## config.mk

```make
export PLATFORM = sky130hd
export DESIGN_NAME = sa_cache_ctrl
export DESIGN_NICKNAME = d
export VERILOG_FILES = /design/src/rtl/sa_cache_ctrl.sv
export SDC_FILE = /design/constraint.sdc
export NUM_CORES = 1
export LEC_CHECK = 0
export BUFFER_PORTS_ARGS = -buffer_cell sky130_fd_sc_hd__buf_2
export CAP_MARGIN = 40
export CORE_ASPECT_RATIO = 0.6
export CORE_MARGIN = 2
export CORE_UTILIZATION = 25
export CTS_CLUSTER_DIAMETER = 200
export DETAILED_ROUTE_END_ITERATION = 16
export GPL_TIMING_DRIVEN = 0
export PLACE_DENSITY = 0.46
export REMOVE_ABC_BUFFERS = 1
export SKIP_CTS_REPAIR_TIMING = 1
export SYNTH_ARGS = -nofsm -noshare
export SYNTH_HDL_FRONTEND = slang
export SYNTH_SLANG_ARGS = --single-unit
export TNS_END_PERCENT = 20
```

## constraint.sdc

```tcl
create_clock -name clk -period 1.75 [get_ports clk]
set_clock_uncertainty 0.05 [all_clocks]
set_input_delay 0.0875 -clock clk [delete_from_list [all_inputs] [get_ports clk]]
set_output_delay 0.0875 -clock clk [all_outputs]
set_load 0.01 [all_outputs]
```

## src/rtl/sa_cache_ctrl.sv

```systemverilog
// ============================================================================
// Module   : sa_cache_ctrl
// Purpose  : Single-requester miss/refill sequencer around sa_cache; handles
//            lookup, dirty write-back, refill, install and replay.
// Revision : 1.0 - initial release
// ============================================================================
`default_nettype none

module sa_cache_ctrl #(
    parameter int ADDR_W  = 32,
    parameter int DATA_W  = 32,
    parameter int TIMEOUT = 64
) (
    input  logic              clk,
    input  logic              rst,
    // CPU side
    input  logic              cpu_req,
    input  logic              cpu_we,
    input  logic [ADDR_W-1:0] cpu_addr,
    input  logic [DATA_W-1:0] cpu_wdata,
    output logic              cpu_ready,
    output logic              cpu_rvalid,
    output logic [DATA_W-1:0] cpu_rdata,
    output logic              cpu_err,
    // sa_cache side
    output logic [17:0]       c_tag,
    output logic [7:0]        c_index,
    output logic [5:0]        c_offset,
    output logic [DATA_W-1:0] c_dataW,
    output logic              c_memRW,
    input  logic [DATA_W-1:0] c_data,
    input  logic              c_miss,
    input  logic              c_evict,
    input  logic [ADDR_W-1:0] c_evict_addr,
    input  logic [DATA_W-1:0] c_evict_data,
    output logic [DATA_W-1:0] c_mem_line,
    output logic              c_mem_response,
    // memory side
    output logic              mem_req,
    output logic              mem_we,
    output logic [ADDR_W-1:0] mem_addr,
    output logic [DATA_W-1:0] mem_wdata,
    input  logic              mem_ack,
    input  logic [DATA_W-1:0] mem_rdata
);

    localparam logic [2:0] C_IDLE    = 3'd0;
    localparam logic [2:0] C_LOOKUP  = 3'd1;
    localparam logic [2:0] C_WB      = 3'd2;
    localparam logic [2:0] C_FILL    = 3'd3;
    localparam logic [2:0] C_INSTALL = 3'd4;
    localparam logic [2:0] C_RESP    = 3'd5;

    localparam logic [7:0] C_WAIT_LIMIT = 8'(TIMEOUT - 1);

    logic [2:0]        r_state;
    logic [2:0]        w_next_state;

    logic [ADDR_W-1:0] r_addr;
    logic              r_we;
    logic [DATA_W-1:0] r_wdata;
    logic [ADDR_W-1:0] r_evict_addr;
    logic [DATA_W-1:0] r_evict_data;
    logic [DATA_W-1:0] r_refill;
    logic [DATA_W-1:0] r_rdata;
    logic              r_err;
    logic              r_replay;
    logic [7:0]        r_wait_cnt;

    logic              w_mem_phase;
    logic              w_ack_ok;
    logic              w_wait_expired;

    // Memory traffic only exists in WB/FILL, so an ack elsewhere is dropped.
    assign w_mem_phase    = (r_state == C_WB) || (r_state == C_FILL);
    assign w_ack_ok       = mem_ack && w_mem_phase;
    assign w_wait_expired = (r_wait_cnt == C_WAIT_LIMIT);

    // ------------------------------------------------------------------
    // State register
    // ------------------------------------------------------------------
    always_ff @(posedge clk) begin
        if (rst) begin
            r_state <= C_IDLE;
        end else begin
            r_state <= w_next_state;
        end
    end

    // ------------------------------------------------------------------
    // Next-state logic
    // ------------------------------------------------------------------
    always_comb begin
        w_next_state = r_state;
        case (r_state)
            C_IDLE: begin
                if (cpu_req) begin
                    w_next_state = C_LOOKUP;
                end
            end
            C_LOOKUP: begin
                // A miss after a replay means the install did not take: report it.
                if (!c_miss || r_replay) begin
                    w_next_state = C_RESP;
                end else if (c_evict) begin
                    w_next_state = C_WB;
                end else begin
                    w_next_state = C_FILL;
                end
            end
            C_WB: begin
                if (w_ack_ok) begin
                    w_next_state = C_FILL;
                end else if (w_wait_expired) begin
                    w_next_state = C_RESP;
                end
            end
            C_FILL: begin
                if (w_ack_ok) begin
                    w_next_state = C_INSTALL;
                end else if (w_wait_expired) begin
                    w_next_state = C_RESP;
                end
            end
            C_INSTALL: w_next_state = C_LOOKUP;
            C_RESP:    w_next_state = C_IDLE;
            default:   w_next_state = C_IDLE;
        endcase
    end

    // ------------------------------------------------------------------
    // Datapath registers
    // ------------------------------------------------------------------
    always_ff @(posedge clk) begin
        if (rst) begin
            r_addr       <= '0;
            r_we         <= 1'b0;
            r_wdata      <= '0;
            r_evict_addr <= '0;
            r_evict_data <= '0;
            r_refill     <= '0;
            r_rdata      <= '0;
            r_err        <= 1'b0;
            r_replay     <= 1'b0;
            r_wait_cnt   <= '0;
        end else begin
            case (r_state)
                C_IDLE: begin
                    if (cpu_req) begin
                        r_addr  <= cpu_addr;
                        r_we    <= cpu_we;
                        r_wdata <= cpu_wdata;
                    end
                end
                C_LOOKUP: begin
                    if (!c_miss) begin
                        r_rdata <= r_we ? '0 : c_data;
                        r_err   <= 1'b0;
                    end else if (r_replay) begin
                        r_rdata <= '0;
                        r_err   <= 1'b1;
                    end else begin
                        r_wait_cnt <= '0;
                        if (c_evict) begin
                            r_evict_addr <= c_evict_addr;
                            r_evict_data <= c_evict_data;
                        end
                    end
                end
                C_WB, C_FILL: begin
                    if (w_ack_ok) begin
                        r_wait_cnt <= '0;
                        if (r_state == C_FILL) begin
                            r_refill <= mem_rdata;
                        end
                    end else if (w_wait_expired) begin
                        r_rdata <= '0;
                        r_err   <= 1'b1;
                    end else begin
                        r_wait_cnt <= r_wait_cnt + 8'd1;
                    end
                end
                C_INSTALL: begin
                    r_replay <= 1'b1;
                end
                C_RESP: begin
                    r_replay <= 1'b0;
                    r_rdata  <= '0;
                    r_err    <= 1'b0;
                end
                default: begin
                    r_replay <= 1'b0;
                end
            endcase
        end
    end

    // ------------------------------------------------------------------
    // Output decode
    // ------------------------------------------------------------------
    assign c_tag    = r_addr[ADDR_W-1:14];
    assign c_index  = r_addr[13:6];
    assign c_offset = r_addr[5:0];
    assign c_dataW  = r_wdata;

    always_comb begin
        cpu_ready      = 1'b0;
        cpu_rvalid     = 1'b0;
        cpu_rdata      = '0;
        cpu_err        = 1'b0;
        c_memRW        = 1'b0;
        c_mem_line     = r_refill;
        c_mem_response = 1'b0;
        mem_req        = 1'b0;
        mem_we         = 1'b0;
        mem_addr       = '0;
        mem_wdata      = '0;
        case (r_state)
            C_IDLE: begin
                // Held low while rst is asserted so ready only appears once reset lifts.
                cpu_ready = !rst;
            end
            C_LOOKUP: begin
                c_memRW = r_we;
            end
            C_WB: begin
                mem_req   = 1'b1;
                mem_we    = 1'b1;
                mem_addr  = r_evict_addr;
                mem_wdata = r_evict_data;
            end
            C_FILL: begin
                mem_req  = 1'b1;
                mem_addr = {r_addr[ADDR_W-1:2], 2'b00};
            end
            C_INSTALL: begin
                c_mem_response = 1'b1;
            end
            C_RESP: begin
                cpu_rvalid = 1'b1;
                cpu_rdata  = r_rdata;
                cpu_err    = r_err;
            end
            default: begin
                cpu_ready = 1'b0;
            end
        endcase
    end

endmodule

`default_nettype wire

```

# Word-level counts from Yosys, hierarchy flattened
# Index checks and enable logic that the tools add are counted.
# op_classes
n_addsub	1
n_eq_ne	13
mux	34
bitwise_logic	1
reduce_logical	15
# ops
op	count
32-bit two-way mux	7
32-bit case mux with 3 select lines	1
32-bit case mux with 2 select lines	1
8-bit two-way mux	4
8-bit case mux with 2 select lines	1
3-bit two-way mux	5
3-bit case mux with 5 select lines	1
1-bit two-way mux	12
4-bit AND reduction	3
8-bit by 1-bit adder with 8-bit output, second input constant	1
8-bit by 6-bit equality test with 1-bit output, second input constant	1
2-bit != test, second input constant	4
3-bit by 2-bit equality test with 1-bit output, second input constant	2
3-bit equality test, second input constant	2
3-bit != test, second input constant	2
4-bit OR reduction	1
3-bit by 1-bit equality test with 1-bit output, second input constant	1
3-bit logical NOT	1
1-bit case mux with 3 select lines	1
3-bit AND reduction	1
3-bit nonzero test	1
1-bit logical NOT	2
1-bit logical OR	2
2-bit by 1-bit != test with 1-bit output, second input constant	1
6 further kinds	6
# word_totals
ff_bits	206
output_inout_bits	199
elab_cells	75

# Longest topological paths before layout
# Gate-level depths: netlist of the first run.
# depth
ltp_word	5
depth_mapped	8

# Worst setup path before layout of the first run
# OpenSTA, ideal clock, no wires.
# synth_path
path_type	reg2reg
start	reg r_wait_cnt[0]
end	reg r_wait_cnt[1]
setup_time_ps	132
t_arrival_ps	1389
required_ps	1568
setup_slack_ps	179
path_stages_with_launch	7
path_buffers	1
synth_period_minus_slack_ps	1571
cell_sequence	dfxtp_1 -> ha_1 -> nand4bb_1 -> o31ai_1 -> buf_2 -> a21o_1 -> a21oi_1
# synth_via
elab_chain_cells	4
elab_cells_between_ends	7
cone_classes	1 x add/sub; 2 x eq/ne; 3 x mux; 1 x reduce/logical
# synth_lines
item	line_no	source
start, declared	68	logic [7:0] r_wait_cnt;
start signal, assigned	180	r_wait_cnt <= r_wait_cnt + 8'd1;
8-bit by 1-bit adder with 8-bit output	180	
8-bit two-way mux	176	end else if (w_wait_expired) begin
8-bit two-way mux	171	if (w_ack_ok) begin
8-bit case mux with 2 select lines	147	case (r_state)
# Several ways; a longest one is shown, not always the timed one. The select of a mux whose other input is x is not followed.
# A chain may end at the register's enable or synchronous reset.

# Final worst setup path of the first run
# layout_path
start	reg r_state[2]
end	out mem_wdata[10]
# layout_via
elab_chain_cells	2
# layout_lines
item	line_no	source
start, declared	56	logic [2:0] r_state;
start signal, assigned	86	r_state <= w_next_state;
3-bit by 2-bit equality test with 1-bit output	218	case (r_state)
32-bit two-way mux	218	
end, declared	42	output logic [DATA_W-1:0] mem_wdata,
# No other way between the ends.

==> metrics.log, run 1 <==
[metrics] Sink Count: 206
[metrics] via count of the first global-routing pass: 8141
[metrics] top-area cell type share of the netlist area: 48.05%
[metrics] antenna violations before repair: 3
[metrics] count of TritonRoute iterations in the first routing pass: 5
[metrics] relative slew slack: 44.96%
[metrics] unrepaired setup endpoints after global routing: yes
[metrics] startpoint of the worst-slack reg-to-reg timing path: r_state[0]
[metrics] number of synthesized flops with an enable pin: 0
[metrics] setup slack of the critical path after layout: -0.2381 ns
[metrics] proportion of synthesized flip-flops having asynchronous set or reset: 0%
[metrics] Hold Path Origin: c_miss
[metrics] Routed WL: 31850 um
[metrics] row cnt: 52
[metrics] final worst path period share: 113.6%
[metrics] Netlist Area Pre-Place: 8583 um^2
[metrics] count of yosys warnings during synthesis: 0
[metrics] hold path cells: 3
[metrics] H-Tree Depth: 1
[metrics] CTS tree: done
[metrics] R2R setup slack: -0.11 ns
[metrics] final hold violation count: 2
[metrics] power density over cell area: 842.3 nW/um^2
[metrics] Core ar.: 33770 um^2
[metrics] Highest Clock Rate: 503.0 MHz
[metrics] source-to-sink clock delay at the later pin of the worst-skew pair: 0.53 ns
[metrics] area enclosed by the die boundary: 35880 um^2
[metrics] Die H: 147.5 um
[metrics] number of cells traversed by the worst register-to-register path: 6
[metrics] run status: complete, but fails checks
[metrics] I/O pin total: 398
[metrics] TritonCTS buffer count: 23
[metrics] failing checks: hold timing, setup timing
[metrics] mean cell area of the mapped netlist: 7.911 um^2
[metrics] number of vias after detailed routing: 9312
[metrics] sequential cell area: 4136 um^2
[metrics] port bufs: 397
[metrics] Worst IR Drop VDD: 0.7093 mV
[metrics] root buffer cell: sky130_fd_sc_hd__clkbuf_16
[metrics] WS Path Type: reg2out
[metrics] WHS: -0.007433 ns
[metrics] actual slew at the worst max-slew pin: 0.8256 ns
[metrics] multi-input combinational cell area: 4182 um^2
[metrics] share of final-layout standard cells stronger than drive strength 1: 31.19%
[metrics] layout overhead on the synthesized area: 68.46%
[metrics] maximum number of pins on one net before global-route repair: 106
[metrics] most frequent cells in the layout: sky130_fd_sc_hd__nand2_1, sky130_fd_sc_hd__buf_2, sky130_fd_sc_hd__dfxtp_1
[metrics] NumNets Final: 1867
[metrics] hpwl dp: 20580 um
[metrics] fin. max-slew vios: 0
[metrics] cell accounting for the most synthesized area: sky130_fd_sc_hd__dfxtp_1
[metrics] Worst-path clk slew: 0.06 ns
[metrics] crit path max fanout: 8
[metrics] worst-case hold path end point: r_err
[metrics] first-pass GRT wire length: 45310 um
[metrics] sequential area share after synthesis: 48.05%
[metrics] critical path required time: 1.61 ns
[metrics] number of DRC violations after detailed routing: 0
[metrics] Arrival @ worst endpoint: 1.85 ns
[metrics] per-cell routed wire length: 14.87 um
[metrics] MaxCap Viol Count: 0
[metrics] clock period minus final worst setup slack: 1.988 ns
[metrics] DP Cell Count: 1873
[metrics] final core utilization: 42.82%
[metrics] critical path capture point type: output port
[metrics] number of nets still failing antenna checks after routing: 0
[metrics] dominant cells by area after synthesis: sky130_fd_sc_hd__dfxtp_1, sky130_fd_sc_hd__nand2_1, sky130_fd_sc_hd__a21oi_1
[metrics] global route total overflow: 0
[metrics] die boundary width: 243.2 um
[metrics] initial cell density of the core: 25.42%
[metrics] Setup Viol. Count Final: 199
[metrics] Setup crit start kind: register
[metrics] cell count after synthesis: 1085
[metrics] worst reg2reg path endpoint: r_evict_addr[28]
[metrics] most instantiated flip-flop cell in the synthesis netlist: sky130_fd_sc_hd__dfxtp_1
[metrics] most common cell after layout, fill and taps aside: sky130_fd_sc_hd__nand2_1
[metrics] DR iter-0 viols: 388
[metrics] class of the tightest hold or removal check: in2reg
[metrics] Max Root-Sink Buffers: 3
[metrics] count of unique library cells instantiated by Yosys: 40
[metrics] number of filler instances in the final layout: 3405
[metrics] static leakage: 0.006445 uW
[metrics] final standard cell count with taps included and fillers excluded: 2142
[metrics] Vias/cell: 4.347
[metrics] Seq cells post-synth: 206
[metrics] total global-route track usage: 15.56%
[metrics] RePlAce Congestion: 0.7567
cell usage after synthesis (3+ instances only):
| cell type | n |
|---|---|
| sky130_fd_sc_hd__nand3_1 | 9 |
| sky130_fd_sc_hd__buf_2 | 19 |
| sky130_fd_sc_hd__buf_4 | 7 |
| sky130_fd_sc_hd__and3_1 | 3 |
| sky130_fd_sc_hd__a21o_1 | 3 |
| sky130_fd_sc_hd__clkbuf_1 | 49 |
| sky130_fd_sc_hd__and2_1 | 69 |
| sky130_fd_sc_hd__mux2i_1 | 65 |
| sky130_fd_sc_hd__nor3_1 | 3 |
| sky130_fd_sc_hd__o2111ai_1 | 4 |
| sky130_fd_sc_hd__nand2b_1 | 7 |
| sky130_fd_sc_hd__nand2_1 | 397 |
| sky130_fd_sc_hd__a21oi_1 | 170 |
| sky130_fd_sc_hd__nor2_1 | 33 |
| sky130_fd_sc_hd__a2111o_1 | 4 |
| sky130_fd_sc_hd__dfxtp_1 | 206 |
| sky130_fd_sc_hd__buf_6 | 9 |
per-stage QoR:
stage	TNS [ns]	worst slack (ns)	cell area [um^2]	hold WS, ns	total power, uW
2_1_floorplan	-344.07	-1.774	8150	0.1066	5861
3_3_place_gp	-895.30	-4.055	10710	0.2785	6589
3_5_place_dp	-147.47	-1.003	11040	0.2829	6659
4_1_cts	-203.27	-1.111	11810	-0.2958	11860
5_1_grt	-39.17	-0.3170	14460	0.007430	12790
6_report	-14.43	-0.2381	14460	-0.007433	12180
layer usage:
metal | routed length (um) | track usage [%] | vias to the layer above | part of all wire (%)
met5 | 0 | 0 | - | 0
met4 | 486 | 3.190 | 0 | 1.5
met3 | 2097 | 6.391 | 32 | 6.6
met2 | 15090 | 24.56 | 224 | 47
met1 | 14170 | 19.98 | 4357 | 44
li1 | - | - | 4699 | -
power breakdown:
| part | internal, uW | switching, uW |
|---|---|---|
| combinational | 1050 | 1010 |
| clock | 3030 | 2040 |
| sequential | 4910 | 138 |
| total | 8990 | 3190 |
registers in the layout (all words and copies together) (netlist names):
register / flops
r_we: 1
r_err: 1
r_evict_addr: 32
r_wait_cnt: 8
c_mem_line: 32
r_rdata: 32
r_evict_data: 32
r_addr: 32
c_dataW: 32
r_replay: 1
r_state: 3
worst max path at each step:
stage / startpoint / to / slack (ns) / cells past startpoint
after floorplan: r_state[0] / r_evict_addr[0] / -1.77 / 4
after global placement: r_state[0] / r_evict_addr[24] / -4.05 / 4
after detailed placement: r_state[2] / r_rdata[21] / -1.00 / 8
after CTS: r_state[0] / cpu_rdata[7] / -1.11 / 5
after global routing: r_state[2] / mem_wdata[24] / -0.32 / 7
final: r_state[2] / mem_wdata[10] / -0.24 / 7
logic make-up after synthesis:
group	share of synthesized area, %
AO/OA/AOI/OAI	12.36
AND/OR/NAND/NOR	26.59
adder cells (fa/ha/maj)	0.1457
buffers and inverters	5.277
multiplexers	7.580
flip-flops	48.05
worst max-delay path, stage by stage (launching register included):
cell,delay [ns]
sky130_fd_sc_hd__dfxtp_4,0.40
sky130_fd_sc_hd__nand2b_4,0.19
sky130_fd_sc_hd__nor2_4,0.06
sky130_fd_sc_hd__buf_12,0.13
sky130_fd_sc_hd__buf_4,0.13
sky130_fd_sc_hd__buf_4,0.13
sky130_fd_sc_hd__and2_1,0.15
sky130_fd_sc_hd__buf_2,0.13
cell type report:
class	instances	share of cell area (%)
diodes	3	0.05192
clock buffers	34	4.820
clock inverters	4	0.5365
inverters	4	0.1817
multi-input cells	791	28.92
flip-flops and latches	206	28.61
well taps	459	3.972
repair buffers	641	32.91
Power figures use the tool's default switching activity.
==> run 2: changes to the inputs <==
==> constraint.sdc (replaced) <==
create_clock -name clk -period 1.9 [get_ports clk]
set_clock_uncertainty 0.05 [all_clocks]
set_input_delay 0.095 -clock clk [delete_from_list [all_inputs] [get_ports clk]]
set_output_delay 0.095 -clock clk [all_outputs]
set_load 0.01 [all_outputs]
==> metrics.log, run 2 (same netlist as run 1, synthesis figures left out) <==
[metrics] initial cell density of the core: 25.42% (unchanged)
[metrics] die boundary width: 243.2 um (unchanged)
[metrics] hold path cells: 2 (was 3)
[metrics] worst-case hold path end point: r_evict_data[8] (was r_err)
[metrics] clock period minus final worst setup slack: 1.988 ns
[metrics] clock network fraction of design power: 41.8% (was 41.7%)
[metrics] share of final-layout standard cells stronger than drive strength 1: 32.00% (was 31.19%)
[metrics] WHS: -0.1509 ns (was -0.007433 ns)
[metrics] TritonCTS buffer count: 23 (unchanged)
[metrics] Vias/cell: 4.344 (was 4.347)
[metrics] Worst IR Drop VDD: 0.6491 mV (was 0.7093 mV)
[metrics] class of the tightest hold or removal check: in2reg (unchanged)
[metrics] number of DRC violations after detailed routing: 0 (unchanged)
[metrics] most frequent cells in the layout: sky130_fd_sc_hd__nand2_1, sky130_fd_sc_hd__buf_2, sky130_fd_sc_hd__dfxtp_1 (unchanged)
[metrics] Core ar.: 33770 um^2 (unchanged)
[metrics] DR iter-0 viols: 382 (was 388)
[metrics] I/O pin total: 398 (unchanged)
[metrics] overall power consumption: 11190 uW (was 12180 uW)
[metrics] most common cell after layout, fill and taps aside: sky130_fd_sc_hd__nand2_1 (unchanged)
[metrics] worst setup slack before clock tree synthesis: -0.8526 ns (was -1.003 ns)
[metrics] placed instance area: 11040 um^2 (unchanged)
[metrics] worst reg2reg path endpoint: r_rdata[27] (was r_evict_addr[28])
[metrics] number of nets still failing antenna checks after routing: 0 (unchanged)
[metrics] Arrival @ worst endpoint: 1.84 ns (was 1.85 ns)
[metrics] area enclosed by the die boundary: 35880 um^2 (unchanged)
[metrics] static leakage: 0.006475 uW (was 0.006445 uW)
[metrics] first-pass GRT wire length: 45310 um (unchanged)
[metrics] root buffer cell: sky130_fd_sc_hd__clkbuf_16 (unchanged)
[metrics] Max Root-Sink Buffers: 3 (unchanged)
[metrics] critical path required time: 1.75 ns (was 1.61 ns)
[metrics] Int Power: 8254 uW (was 8991 uW)
[metrics] final core utilization: 43.14% (was 42.82%)
[metrics] antenna violations before repair: 3 (unchanged)
[metrics] number of filler instances in the final layout: 3397 (was 3405)
[metrics] MaxCap Viol Count: 0 (unchanged)
[metrics] fraction of power consumed by combinational cells: 16.6% (was 16.9%)
[metrics] final hold violation count: 16 (was 2)
[metrics] run status: complete, but fails checks (unchanged)
[metrics] Die H: 147.5 um (unchanged)
[metrics] failing checks: hold timing, setup timing (unchanged)
[metrics] R2R setup slack: -0.07 ns (was -0.11 ns)
[metrics] Sink Count: 206 (unchanged)
[metrics] H-Tree Depth: 1 (unchanged)
[metrics] Highest Clock Rate: 503.0 MHz
[metrics] Flop pwr share: 41.5% (about the same)
[metrics] final worst path period share: 104.6%
[metrics] critical path capture point type: output port (unchanged)
[metrics] actual slew at the worst max-slew pin: 0.7996 ns (was 0.8256 ns)
[metrics] relative slew slack: 46.70% (was 44.96%)
[metrics] CTS tree: done (unchanged)
[metrics] source-to-sink clock delay at the later pin of the worst-skew pair: 0.53 ns (about the same)
[metrics] startpoint of the worst-slack reg-to-reg timing path: r_state[2] (was r_state[0])
[metrics] port bufs: 397 (unchanged)
[metrics] crit path max fanout: 8 (unchanged)
[metrics] Post-Layout Inst Area: 14570 um^2 (was 14460 um^2)
[metrics] NumNets Final: 1868 (was 1867)
[metrics] Worst-path clk slew: 0.06 ns (about the same)
[metrics] setup slack of the critical path after layout: -0.08795 ns (was -0.2381 ns)
[metrics] global route total overflow: 0 (unchanged)
[metrics] net switching power: 2939 uW (was 3188 uW)
[metrics] via count of the first global-routing pass: 8141 (unchanged)
[metrics] fin. max-slew vios: 0 (unchanged)
[metrics] maximum number of pins on one net before global-route repair: 106 (unchanged)
[metrics] row cnt: 52 (unchanged)
[metrics] Hold Path Origin: rst (was c_miss)
[metrics] WS Path Type: reg2out (unchanged)
[metrics] RePlAce Congestion: 0.7567 (unchanged)
[metrics] Routed WL: 32490 um (was 31850 um)
[metrics] number of vias after detailed routing: 9309 (was 9312)
[metrics] per-cell routed wire length: 15.16 um (was 14.87 um)
[metrics] unrepaired setup endpoints after global routing: yes (unchanged)
[metrics] Setup crit start kind: register (unchanged)
[metrics] layout overhead on the synthesized area: 69.71% (was 68.46%)
[metrics] Setup Viol. Count Final: 91 (was 199)
[metrics] count of TritonRoute iterations in the first routing pass: 4 (was 5)
[metrics] total global-route track usage: 15.56% (unchanged)
[metrics] power density over cell area: 768.4 nW/um^2 (was 842.3 nW/um^2)
[metrics] number of cells traversed by the worst register-to-register path: 9 (was 6)
[metrics] fraction of power spent switching nets: 26.25% (was 26.17%)
[metrics] hpwl dp: 20580 um (unchanged)
==> run 2: cell types whose count changed in the layout (fill, tap and decap cells not counted), sizes merged <==
cell	previous run	this run
dlygate4sd3	195	194
clkbuf	38	40
==> run 2: worst max-delay path by stage <==
stage	from	endpoint	slack, ns	depth (start not counted)
global placement	r_state[0]	r_evict_addr[24]	-3.90	4
detailed placement	r_state[2]	r_rdata[21]	-0.85	8
finish	r_state[0]	cpu_rdata[24]	-0.09	6
floorplan	r_state[0]	r_evict_addr[0]	-1.62	4
global route	r_state[2]	r_rdata[27]	-0.22	9
CTS	r_state[0]	cpu_rdata[7]	-0.97	5
==> run 2: cell type report <==
type	instances	area, um^2	share of cell area [%]
Timing Repair Buffer	642	4886	33.54
Multi-Input combinational cell	791	4165	28.59
Sequential cell	206	4135	28.39
Clock buffer	34	696.9	4.784
Tap cell	459	574.3	3.943
Clock inverter	4	77.57	0.5326
Inverter	4	23.77	0.1632
Antenna cell	3	7.507	0.05154
==> run 2: through the flow <==
| step | TNS (ns) | instances |
|---|---|---|
| final | -2.894 | 2143 |
| after global routing | -16.75 | 2142 |
| after CTS | -157.98 | 1911 |
| after detailed placement | -106.76 | 1873 |
| after global placement | -850.01 | 1857 |
| after floorplan | -298.81 | 1001 |
==> run 2: critical path: stages (launching register included) <==
cell and delay [ns]:
sky130_fd_sc_hd__dfxtp_4 0.41, sky130_fd_sc_hd__buf_12 0.12, sky130_fd_sc_hd__and3b_4 0.28, sky130_fd_sc_hd__buf_4 0.14, sky130_fd_sc_hd__clkbuf_16 0.12, sky130_fd_sc_hd__and2_4 0.12
sky130_fd_sc_hd__buf_2 0.12
==> run 2: power by group through the flow <==
stage,sequential [uW],clock (uW),combinational [uW]
after floorplan,4810,0,592
after global placement,4780,0,1280
after detailed placement,4760,0,1370
after CTS,4660,4890,1380
after global routing,4670,5060,2030
final,4650,4680,1860
==> run 2: routing by layer <==
metal / share of wire, % / global-route usage (%) / vias to the layer above
li1: - / - / 4696
met1: 44 / 19.98 / 4344
met2: 48 / 24.56 / 237
met3: 6.8 / 6.391 / 32
met4: 1.5 / 3.190 / 0
met5: 0 / 0 / -
